### src/rtl/wave_pkg.sv
// Shared state encoding and default sizing for the waveform frame reader.
package wave_pkg;
   localparam int DEF_NUM_POINTS = 300;
   localparam int DEF_ADDR_W     = 10;
   localparam int DEF_DATA_W     = 8;

   typedef enum logic [2:0] {IDLE, REFRESH, WAIT, READ, DRAIN, DONE} wave_state_e;
endpackage

### src/rtl/wave_sync_fifo.sv
// Synchronous first-word-fall-through FIFO with occupancy count; any depth >= 1.
module wave_sync_fifo #(
   parameter int W     = 8,
   parameter int DEPTH = 4,
   localparam int PW   = (DEPTH > 1) ? $clog2(DEPTH) : 1,
   localparam int CW   = $clog2(DEPTH + 1)
) (
   input  logic          clk_i,
   input  logic          rst_i,
   input  logic          push_i,
   input  logic [W-1:0]  din_i,
   input  logic          pop_i,
   output logic [W-1:0]  dout_o,
   output logic          empty_o,
   output logic [CW-1:0] count_o
);
   logic [W-1:0]  mem_q [DEPTH];
   logic [PW-1:0] wr_ptr_q, rd_ptr_q;
   logic [CW-1:0] count_q;
   logic          full, do_push, do_pop;

   function automatic logic [PW-1:0] nxt(input logic [PW-1:0] p);
      return (p == PW'(DEPTH - 1)) ? '0 : p + 1'b1;
   endfunction

   assign full    = (count_q == CW'(DEPTH));
   assign do_pop  = pop_i && (count_q != '0);
   assign do_push = push_i && (!full || do_pop);

   always_ff @(posedge clk_i) begin
      if (rst_i) begin
         wr_ptr_q <= '0;
         rd_ptr_q <= '0;
         count_q  <= '0;
      end else begin
         if (do_push) wr_ptr_q <= nxt(wr_ptr_q);
         if (do_pop)  rd_ptr_q <= nxt(rd_ptr_q);
         if (do_push && !do_pop)      count_q <= count_q + 1'b1;
         else if (!do_push && do_pop) count_q <= count_q - 1'b1;
      end
   end

   always_ff @(posedge clk_i) begin
      if (do_push) mem_q[wr_ptr_q] <= din_i;
   end

   assign dout_o  = mem_q[rd_ptr_q];
   assign empty_o = (count_q == '0);
   assign count_o = count_q;

   // Read credits guarantee a free slot for every returning sample.
   ovf_a: assert property (@(posedge clk_i) disable iff (rst_i) !(push_i && full && !pop_i));
endmodule

### src/rtl/wave_frame_reader.sv
// Reads the capture display buffer and streams it as a framed byte stream.
// WAVE_FRAME_CKSUM_EN appends a two's-complement checksum beat carrying m_eof.
module wave_frame_reader
   import wave_pkg::*;
#(
   parameter int NUM_POINTS   = DEF_NUM_POINTS,
   parameter int ADDR_W       = DEF_ADDR_W,
   parameter int DATA_W       = DEF_DATA_W,
   parameter int RD_LAT       = 1,
   parameter int FIFO_DEPTH   = 4,
   parameter int REFRESH_WAIT = 4
) (
   input  logic              clk,
   input  logic              rst,
   input  logic              frame_req,
   output logic              busy,
   output logic              ram_refresh,
   output logic [ADDR_W-1:0] wave_rd_addr,
   input  logic [DATA_W-1:0] wave_rd_data,
   output logic [DATA_W-1:0] m_data,
   output logic              m_valid,
   input  logic              m_ready,
   output logic              m_sof,
   output logic              m_eof,
   output logic              frame_done
);
   localparam int CW = $clog2(FIFO_DEPTH + 1);
   localparam int WW = (REFRESH_WAIT > 1) ? $clog2(REFRESH_WAIT) : 1;
   localparam int FW = DATA_W + 2;
   localparam logic [ADDR_W-1:0] LAST = ADDR_W'(NUM_POINTS - 1);

   wave_state_e       state_q, state_d;
   logic [WW-1:0]     wait_q, wait_d;
   logic [ADDR_W-1:0] addr_q, addr_d;
   logic [ADDR_W-1:0] push_idx_q;
   logic [RD_LAT-1:0] vld_pipe_q;
   logic              issue, push, pop, eof_xfer, fifo_empty;
   logic [FW-1:0]     fifo_dout;
   logic [CW-1:0]     fifo_count;
   int                inflight;

   always_comb begin
      inflight = 0;
      for (int i = 0; i < RD_LAT; i++) inflight += int'(vld_pipe_q[i]);
   end

   assign issue = (state_q == READ) && (inflight + int'(fifo_count) < FIFO_DEPTH);
   assign push  = vld_pipe_q[RD_LAT-1];
   assign pop   = m_ready && !fifo_empty;

   always_ff @(posedge clk) begin
      if (rst) begin
         state_q    <= IDLE;
         wait_q     <= '0;
         addr_q     <= '0;
         vld_pipe_q <= '0;
         push_idx_q <= '0;
      end else begin
         state_q    <= state_d;
         wait_q     <= wait_d;
         addr_q     <= addr_d;
         vld_pipe_q <= RD_LAT'({vld_pipe_q, issue});
         if (state_q == REFRESH) push_idx_q <= '0;
         else if (push)          push_idx_q <= push_idx_q + 1'b1;
      end
   end

   always_comb begin
      state_d = state_q;
      wait_d  = wait_q;
      addr_d  = addr_q;
      unique case (state_q)
         IDLE:    if (frame_req) state_d = REFRESH;
         REFRESH: begin
            wait_d  = '0;
            state_d = WAIT;
         end
         WAIT:    if (wait_q == WW'(REFRESH_WAIT - 1)) state_d = READ;
                  else wait_d = wait_q + 1'b1;
         READ:    if (issue) begin
            if (addr_q == LAST) state_d = DRAIN;
            else                addr_d  = addr_q + 1'b1;
         end
         DRAIN:   if (eof_xfer) state_d = DONE;
         DONE:    begin
            addr_d  = '0;
            state_d = IDLE;
         end
         default: state_d = IDLE;
      endcase
   end

   always_comb begin
      busy        = (state_q != IDLE);
      ram_refresh = (state_q == REFRESH);
      frame_done  = (state_q == DONE);
   end

   assign wave_rd_addr = addr_q;

   // FIFO entry: {sof, last_sample, data}
   wave_sync_fifo #(.W(FW), .DEPTH(FIFO_DEPTH)) u_fifo (
      .clk_i   (clk),
      .rst_i   (rst),
      .push_i  (push),
      .din_i   ({push_idx_q == '0, push_idx_q == LAST, wave_rd_data}),
      .pop_i   (pop),
      .dout_o  (fifo_dout),
      .empty_o (fifo_empty),
      .count_o (fifo_count)
   );

`ifdef WAVE_FRAME_CKSUM_EN
   logic [7:0] sum_q;
   logic       cks_pend_q;

   always_ff @(posedge clk) begin
      if (rst) begin
         sum_q      <= '0;
         cks_pend_q <= 1'b0;
      end else begin
         if (pop) sum_q <= fifo_dout[FW-1] ? 8'(fifo_dout[DATA_W-1:0])
                                           : sum_q + 8'(fifo_dout[DATA_W-1:0]);
         if (pop && fifo_dout[FW-2])                  cks_pend_q <= 1'b1;
         else if (cks_pend_q && fifo_empty && m_ready) cks_pend_q <= 1'b0;
      end
   end

   // The last sample is the final FIFO entry, so the checksum beat follows once it drains.
   always_comb begin
      m_valid = !fifo_empty || cks_pend_q;
      m_data  = '0;
      m_sof   = 1'b0;
      m_eof   = 1'b0;
      if (!fifo_empty) begin
         m_data = fifo_dout[DATA_W-1:0];
         m_sof  = fifo_dout[FW-1];
      end else if (cks_pend_q) begin
         m_data = DATA_W'(~sum_q + 8'd1);
         m_eof  = 1'b1;
      end
   end
`else
   always_comb begin
      m_valid = !fifo_empty;
      m_data  = fifo_empty ? '0 : fifo_dout[DATA_W-1:0];
      m_sof   = !fifo_empty && fifo_dout[FW-1];
      m_eof   = !fifo_empty && fifo_dout[FW-2];
   end
`endif

   assign eof_xfer = m_valid && m_ready && m_eof;
endmodule

### config.mk
export PLATFORM = sky130hd
export DESIGN_NAME = wave_frame_reader
export DESIGN_NICKNAME = d
export VERILOG_FILES = /design/src/rtl/wave_pkg.sv /design/src/rtl/wave_sync_fifo.sv /design/src/rtl/wave_frame_reader.sv
export SDC_FILE = /design/constraint.sdc
export NUM_CORES = 1
export LEC_CHECK = 0
export ABC_CLOCK_PERIOD_IN_PS = 5700
export CORE_MARGIN = 2
export CORE_UTILIZATION = 50
export CTS_BUF_LIST = sky130_fd_sc_hd__clkbuf_8
export DETAILED_ROUTE_END_ITERATION = 10
export MAX_ROUTING_LAYER = met4
export PLACE_DENSITY = 0.71
export SYNTH_ARGS = -nofsm -noshare
export SYNTH_HDL_FRONTEND = slang
export SYNTH_SLANG_ARGS = --single-unit
export TNS_END_PERCENT = 5
### constraint.sdc
create_clock -name clk -period 5.7 [get_ports clk]
set_clock_uncertainty 0.2 [all_clocks]
set_input_delay 1.14 -clock clk [delete_from_list [all_inputs] [get_ports clk]]
set_output_delay 1.14 -clock clk [all_outputs]
set_load 0.02 [all_outputs]
==> impl_metrics.prom <==
# TYPE chip_impl_metric gauge
chip_impl_metric{name="dr_total_vias",unit=""} 2100
chip_impl_metric{name="synth_area_in_compound_gates",unit="%"} 4.380
chip_impl_info{name="path_cells",value="mux4_2 -> and2_1 -> clkdlybuf4s50_1"} 1
chip_impl_metric{name="initial_utilization",unit="%"} 52.04
chip_impl_metric{name="std_cell_rows",unit=""} 29
chip_impl_metric{name="die_width",unit="µm"} 85.76
chip_impl_metric{name="final_min_period_over_clock_period",unit="%"} 65.73
chip_impl_metric{name="timing.setup.tns",unit="ps"} 0
chip_impl_info{name="synth_top_family_by_area",value="simple AND/OR/NAND/NOR gates"} 1
chip_impl_metric{name="synthDistinctLibCells",unit=""} 48
chip_impl_metric{name="synth-xor-area-share",unit="%"} 4.942
chip_impl_metric{name="place.detailed.hpwl",unit="mm"} 3.890
chip_impl_metric{name="clock_sink_count",unit=""} 75
chip_impl_metric{name="drt_first_iter_violations",unit=""} 99
chip_impl_metric{name="drt.antenna.violating_nets",unit=""} 0
chip_impl_metric{name="place_congestion",unit=""} 0.8032
chip_impl_metric{name="grt_usage",unit="%"} 16.68
chip_impl_metric{name="dieArea",unit="µm²"} 7354
chip_impl_metric{name="final-hold-violation-count",unit=""} 0
chip_impl_info{name="leading_cell_types_in_the_layout_fill_and_taps_excluded",value="40 x edfxtp_1, 36 x nor2_1, 35 x dfxtp_1, 35 x clkdlybuf4s50_1, 16 x and2_1"} 1
chip_impl_metric{name="cts.hold.buffers_added",unit=""} 0
chip_impl_metric{name="diodes",unit=""} 0
chip_impl_metric{name="design.core.area",unit="µm²"} 6422
chip_impl_metric{name="clk_pin_slew_worst_paths",unit="ps"} 80
chip_impl_metric{name="drv_cap",unit=""} 0
chip_impl_metric{name="grt_overflow",unit=""} 0
chip_impl_metric{name="io_buffers",unit=""} 35
chip_impl_info{name="cts_root_buffer_type",value="clkbuf_8"} 1
chip_impl_metric{name="fraction_of_final_layout_cells_sized_beyond_drive_strength_1",unit="%"} 13.50
chip_impl_info{name="result_of_the_run",value="complete, no violations"} 1
chip_impl_info{name="critical_path.reg2reg.endpoint",value="u_fifo.count_o[2]$_SDFFE_PP0P_"} 1
chip_impl_metric{name="synth_seq_area_share",unit="%"} 56.91
chip_impl_metric{name="ctsResizeCount",unit=""} 0
chip_impl_metric{name="worst_slew_pin_slew",unit="ps"} 698.6
chip_impl_metric{name="grt_pass1_wl",unit="mm"} 9.170
chip_impl_metric{name="numCtsBuffers",unit=""} 9
chip_impl_info{name="worst_setup_path_endpoint",value="m_eof"} 1
chip_impl_metric{name="area_delta_synth_final",unit="%"} 16.74
chip_impl_metric{name="route.final.wire_length",unit="mm"} 5.628
chip_impl_metric{name="grt_start_max_net_pins",unit=""} 17
chip_impl_info{name="end_kind",value="output port"} 1
chip_impl_metric{name="crit_arrival",unit="ps"} 2410
chip_impl_metric{name="yosys_warnings",unit=""} 0
chip_impl_metric{name="grt_pass1_vias",unit=""} 1975
chip_impl_metric{name="asyncSetResetFlopFracSynth",unit="%"} 0
chip_impl_metric{name="fin_nets",unit=""} 329
chip_impl_metric{name="final_report_max_slew_violation_count",unit=""} 0
chip_impl_metric{name="wl_per_cell",unit="µm"} 14.51
chip_impl_info{name="category_of_the_critical_setup_timing_path",value="flop to output port"} 1
chip_impl_metric{name="power_per_cell_area",unit="nW/µm²"} 355.8
chip_impl_metric{name="synth_largest_type_area_fraction",unit="%"} 35.94
chip_impl_metric{name="reg2reg_setup_slack",unit="ps"} 2950
chip_impl_metric{name="synth_simple_gate_area_share",unit="%"} 17.41
chip_impl_metric{name="grt_antenna_before_repair",unit=""} 0
chip_impl_metric{name="ctsHtreeMaxLevel",unit=""} 3
chip_impl_info{name="rsz0062_at_grt",value="false"} 1
chip_impl_metric{name="fin_crit",unit="ps"} 3746
chip_impl_metric{name="synth.cell_area",unit="µm²"} 3342
chip_impl_info{name="synth_top_flop_cell",value="edfxtp_1"} 1
chip_impl_metric{name="post_drt_via_cell_ratio",unit=""} 5.412
chip_impl_metric{name="relSlewSlack",unit="%"} 53.00
chip_impl_info{name="r2r_start",value="u_fifo.count_o[0]$_SDFFE_PP0P_"} 1
chip_impl_metric{name="drt_pre_antenna_iters",unit=""} 5
chip_impl_metric{name="cpPeakStageDelay",unit="ps"} 760
chip_impl_metric{name="p_leak",unit="nW"} 1.306
chip_impl_metric{name="synth-seq-cells",unit=""} 75
chip_impl_metric{name="drc_errors",unit=""} 0
chip_impl_metric{name="synth_enable_flop_cells",unit=""} 40
chip_impl_info{name="holdCritStartpoint",value="u_fifo.rd_ptr_q[1]$_SDFFE_PP0N_"} 1
chip_impl_metric{name="required",unit="ps"} 4360
chip_impl_metric{name="irDropWorstVdd",unit="V"} 0.0002103
chip_impl_info{name="final_common_cell",value="edfxtp_1"} 1
chip_impl_metric{name="timing.fmax",unit="MHz"} 266.9
chip_impl_info{name="post-synth-top-area-cell",value="edfxtp_1"} 1
chip_impl_metric{name="path_max_fanout",unit=""} 10
chip_impl_info{name="yosys-top-cells-area",value="edfxtp_1 36%, dfxtp_1 21%, mux4_2 6.7%"} 1
chip_impl_metric{name="synth_nets",unit=""} 294
chip_impl_metric{name="cts_buffer_depth",unit=""} 2
chip_impl_metric{name="layout.core_utilization",unit="%"} 60.74
chip_impl_info{name="hold_path_class",value="flop to flop"} 1
chip_impl_metric{name="syn_inst",unit=""} 271
chip_impl_metric{name="avgSynthCellArea",unit="µm²"} 12.33
chip_impl_metric{name="worst-r2r-cell-count",unit=""} 8
chip_impl_info{name="cts_tree",value="done"} 1
chip_impl_metric{name="post_cts.repair.setup_buffers",unit=""} 0
chip_impl_metric{name="clock_latency",unit="ps"} 340
chip_impl_metric{name="fillers",unit=""} 522
chip_impl_metric{name="die_h",unit="µm"} 85.76
chip_impl_info{name="crit_path_start_kind",value="flop"} 1
chip_impl_metric{name="setup_violations",unit=""} 0
chip_impl_metric{name="yosys-mux-area-fraction",unit="%"} 8.686
chip_impl_metric{name="synth_fa_ha_area_share",unit="%"} 4.343
chip_impl_info{name="slowest_stage",value="dfxtp_1"} 1
chip_impl_metric{name="design.portCount",unit=""} 36
[critical path: cells and delay by family (launching register included)]
kind | cells | cell delay [ps]
buffers and inverters | 1 | 530
AND/OR/NAND/NOR | 1 | 190
flip-flops | 1 | 760
multiplexers | 1 | 600
[layer usage]
metal	global-route usage, %	vias up	share of wire [%]	routed length [µm]
li1	-	1047	-	-
met4	7.071	0	0.94	53
met5	-	-	0	0
met1	21.78	1014	48	2715
met3	3.369	4	3.1	174
met2	25.57	35	48	2684
[power by group]
part / switching (W) / leakage (nW) / total, W / internal (W)
logic: 0.000184 / 0.564 / 0.000378 / 0.000193
registers: 0.0000459 / 0.650 / 0.000636 / 0.000590
clock network: 0.000209 / 0.0925 / 0.000374 / 0.000166
total: 0.000439 / 1.31 / 0.00139 / 0.000949
[sequential cells by signal, summed over array words and instances (netlist names), named ones only]
signal and cells:
u_fifo.rd_ptr_q 2, push 1, u_fifo.wr_ptr_q 2, wave_rd_addr 10, wait_q 2, push_idx_q 10
u_fifo.mem_q 40, state_q 3, u_fifo.count_o 3
[logic make-up after synthesis]
logic type                 count (synthesis)
muxes                                     16
xor gates and xnor gates                  18
and+or+nand+nor                          108
AOI/OAI and AO/OA                         21
buffers and inverters                     22
DFF                                       75
adders and majority gates                 11
[area by class of cell]
type | count | area (µm²) | area share, %
tap | 77 | 96.34 | 2.470
timing repair buffer | 35 | 350.3 | 8.980
clock inverter | 7 | 58.81 | 1.507
sequential | 75 | 1902 | 48.75
multi-input combinational | 174 | 1329 | 34.06
inverter | 11 | 41.29 | 1.058
clock buffer | 9 | 123.9 | 3.175
[metrics by stage]
step / cells / setup slack, ps / hold WS [ps] / area [µm²] / power (W)
floorplan: 271 / 2789 / 254.1 / 3342 / 0.0008797
CTS: 388 / 1889 / 288.9 / 3901 / 0.001404
finish: 388 / 1954 / 287.5 / 3901 / 0.001388
global placement: 372 / 2260 / 273.4 / 3719 / 0.001025
detailed placement: 372 / 2224 / 278.1 / 3719 / 0.001031
global route: 388 / 1781 / 305.2 / 3901 / 0.001463
[how the worst min path moves through the flow]
stage                                      endpoint  slack [ps]  cells past startpoint
finish              u_fifo.rd_ptr_q[1]$_SDFFE_PP0N_         290                      2
global route        u_fifo.rd_ptr_q[1]$_SDFFE_PP0N_         310                      2
CTS                                            flop         290                      2
detailed placement  u_fifo.rd_ptr_q[1]$_SDFFE_PP0N_         280                      2
global placement    u_fifo.rd_ptr_q[1]$_SDFFE_PP0N_         270                      2
floorplan                                      flop         250                      2
[synth_stat cells, types with 2 or more instances]
| library cell | count |
|---|---|
| mux4_2 | 10 |
| xnor2_1 | 11 |
| a21oi_2 | 2 |
| nor3b_1 | 2 |
| ha_1 | 10 |
| clkbuf_1 | 5 |
| nand4_1 | 7 |
| nor4_1 | 4 |
| or2_2 | 2 |
| mux2i_1 | 4 |
| xor2_1 | 6 |
| o21ai_2 | 2 |
| or3_1 | 4 |
| edfxtp_1 | 40 |
| a21oi_1 | 7 |
| and3_1 | 2 |
| buf_2 | 2 |
| inv_1 | 11 |
| nand3_1 | 5 |
| nand2_1 | 11 |
| dfxtp_1 | 35 |
| buf_6 | 3 |
| and2_1 | 16 |
| nor3_1 | 9 |
| o21ai_0 | 3 |
| nor2_1 | 36 |
(Power assumes the default switching activity.)
==> edit: new RTL, config.mk and constraints unchanged <==
Set the parameter `RD_LAT` to 2 (it was 1).
--- a/src/rtl/wave_frame_reader.sv
+++ b/src/rtl/wave_frame_reader.sv
@@ -7,5 +7,5 @@
    parameter int ADDR_W       = DEF_ADDR_W,
    parameter int DATA_W       = DEF_DATA_W,
-   parameter int RD_LAT       = 1,
+   parameter int RD_LAT       = 2,
    parameter int FIFO_DEPTH   = 4,
    parameter int REFRESH_WAIT = 4
Formal check against the unedited RTL: not equivalent (a bounded check fails within 10 cycles, from zero or initial values and one cycle with rst high).
==> edit against the original RTL <==
Die area fell by 0.90%. Design area is 0.13% higher. Power shrank 3.4%. Wire length increased by 4.0%. Worst setup slack lost 0.0020 ns. Sequential cell count increased by 1. Register-to-register slack improved by 0.03 ns. Synthesized area down 0.94%. Count of clock-buffer cells in the layout is 1 higher. Critical path type unchanged. Highest routed layer unchanged.
==> edit: results (changes against the original RTL) <==
[run_status]
outcome=completed

[grt]
grt_use_total_pct=18.1  ; +1.4 points
use_met2_pct=27.9  ; +2.3 points
met1_usage_pct=24.0  ; +2.2 points
antenna_found_initial=0  ; unchanged
grt_util_met3_pct=2.72  ; -0.64 points
grt_pass1_vias=2049  ; +3.7%
grt_max_degree=20  ; +3
grt_pass1_wl_um=9870  ; +7.6%

[drt]
wl_um=5860  ; +4.0%
wl_met2_um=2710  ; +1.0%
met3WireLength_um=237  ; +36%
dr.first_iter.drc_count=109  ; +10%
wl_met1_um=2830  ; +4.2%
drc=0  ; unchanged
dr.pass1.iters=4  ; -1
vias=2107  ; +0.33%

[layout]
nFillCells=502  ; -3.8%
nets=335  ; +1.8%
fin_util_pct=61.2  ; +0.42 points
largest_reg_flops=40  ; unchanged
drive_above_1_share_pct=9.49  ; -4.0 points
instances_no_fill=393  ; +1.3%

[placed_design]
gp_congestion=0.845  ; +5.1%
place_inst=377  ; +1.3%
place_area_mm2=0.00370  ; -0.37%
dp_hpwl_um=3990  ; +2.6%

[clock_tree]
cts_root_buffer=clkbuf_8
postCtsResizedCells=0  ; unchanged

[power]
swShare_pct=27.9  ; -3.7 points
powerDensity_mw_per_mm2=343  ; -3.5%
pwr-share-comb_pct=22.7  ; -4.5 points
max-vdd-ir-drop_v=0.000234  ; +11%
powerClk_uw=406  ; +8.6%
p_leak_uw=0.00133  ; +2.1%

[logic_synthesis]
synth_cell_types=42  ; -13%
synth_mux_area_share_pct=8.65  ; -0.031 points
synth_fa_ha_area_share_pct=4.76  ; +0.42 points
synth_compound_area_share_pct=6.46  ; +2.1 points
syn_area_per_cell_um2=12.0  ; -2.7%
synth_commonest_cells=edfxtp_1, dfxtp_1, nor2_1, and2_1, nand2_1
synth_xor_xnor_area_share_pct=3.17  ; -1.8 points
synth_nets=300  ; +2.0%
synth.area.top_cells=edfxtp_1, dfxtp_1, mux4_2
ys_seq_area_share_pct=58.0  ; +1.1 points

[critical_path]
r2r_slack_ns=2.98  ; +0.03 ns
reg2reg_depth=8  ; unchanged

[sta]
slew_headroom_pct=55.6  ; +2.6 points

[hold_path]
hold-path-cell-count=1  ; -1
hp-start=vld_pipe_q[0]
min_to=vld_pipe_q[1]

[edit: cell families (layout without fill, tap and decap cells)]
group	Yosys count	in the layout
DFF	76	76
AOI/OAI and AO/OA	34	34
muxes	16	16
xor gates and xnor gates	12	12
adders and majority gates	12	12
and+or+nand+nor	102	102
buffers and inverters	24	64
[edit: through the flow]
step / worst slack [ns] / hold slack, ns
floorplan: 2.79 / 0.245
global placement: 2.28 / 0.256
detailed placement: 2.22 / 0.268
CTS: 1.86 / 0.278
global route: 1.79 / 0.283
finish: 1.95 / 0.274
[edit: layout make-up]
class | count | share of cell area [%]
Clock buffer | 10 | 3.52
Clock inverter | 6 | 1.63
Tap cell | 77 | 2.47
Inverter | 13 | 1.25
Timing Repair Buffer | 35 | 8.97
Sequential cell | 76 | 49.2
Multi-Input combinational cell | 176 | 33.0
[edit: critical path, cell delays in order (launching register included)]
cell	delay (ns)
dfxtp_1	0.75
mux4_2	0.60
and2_1	0.19
clkdlybuf4s50_1	0.53
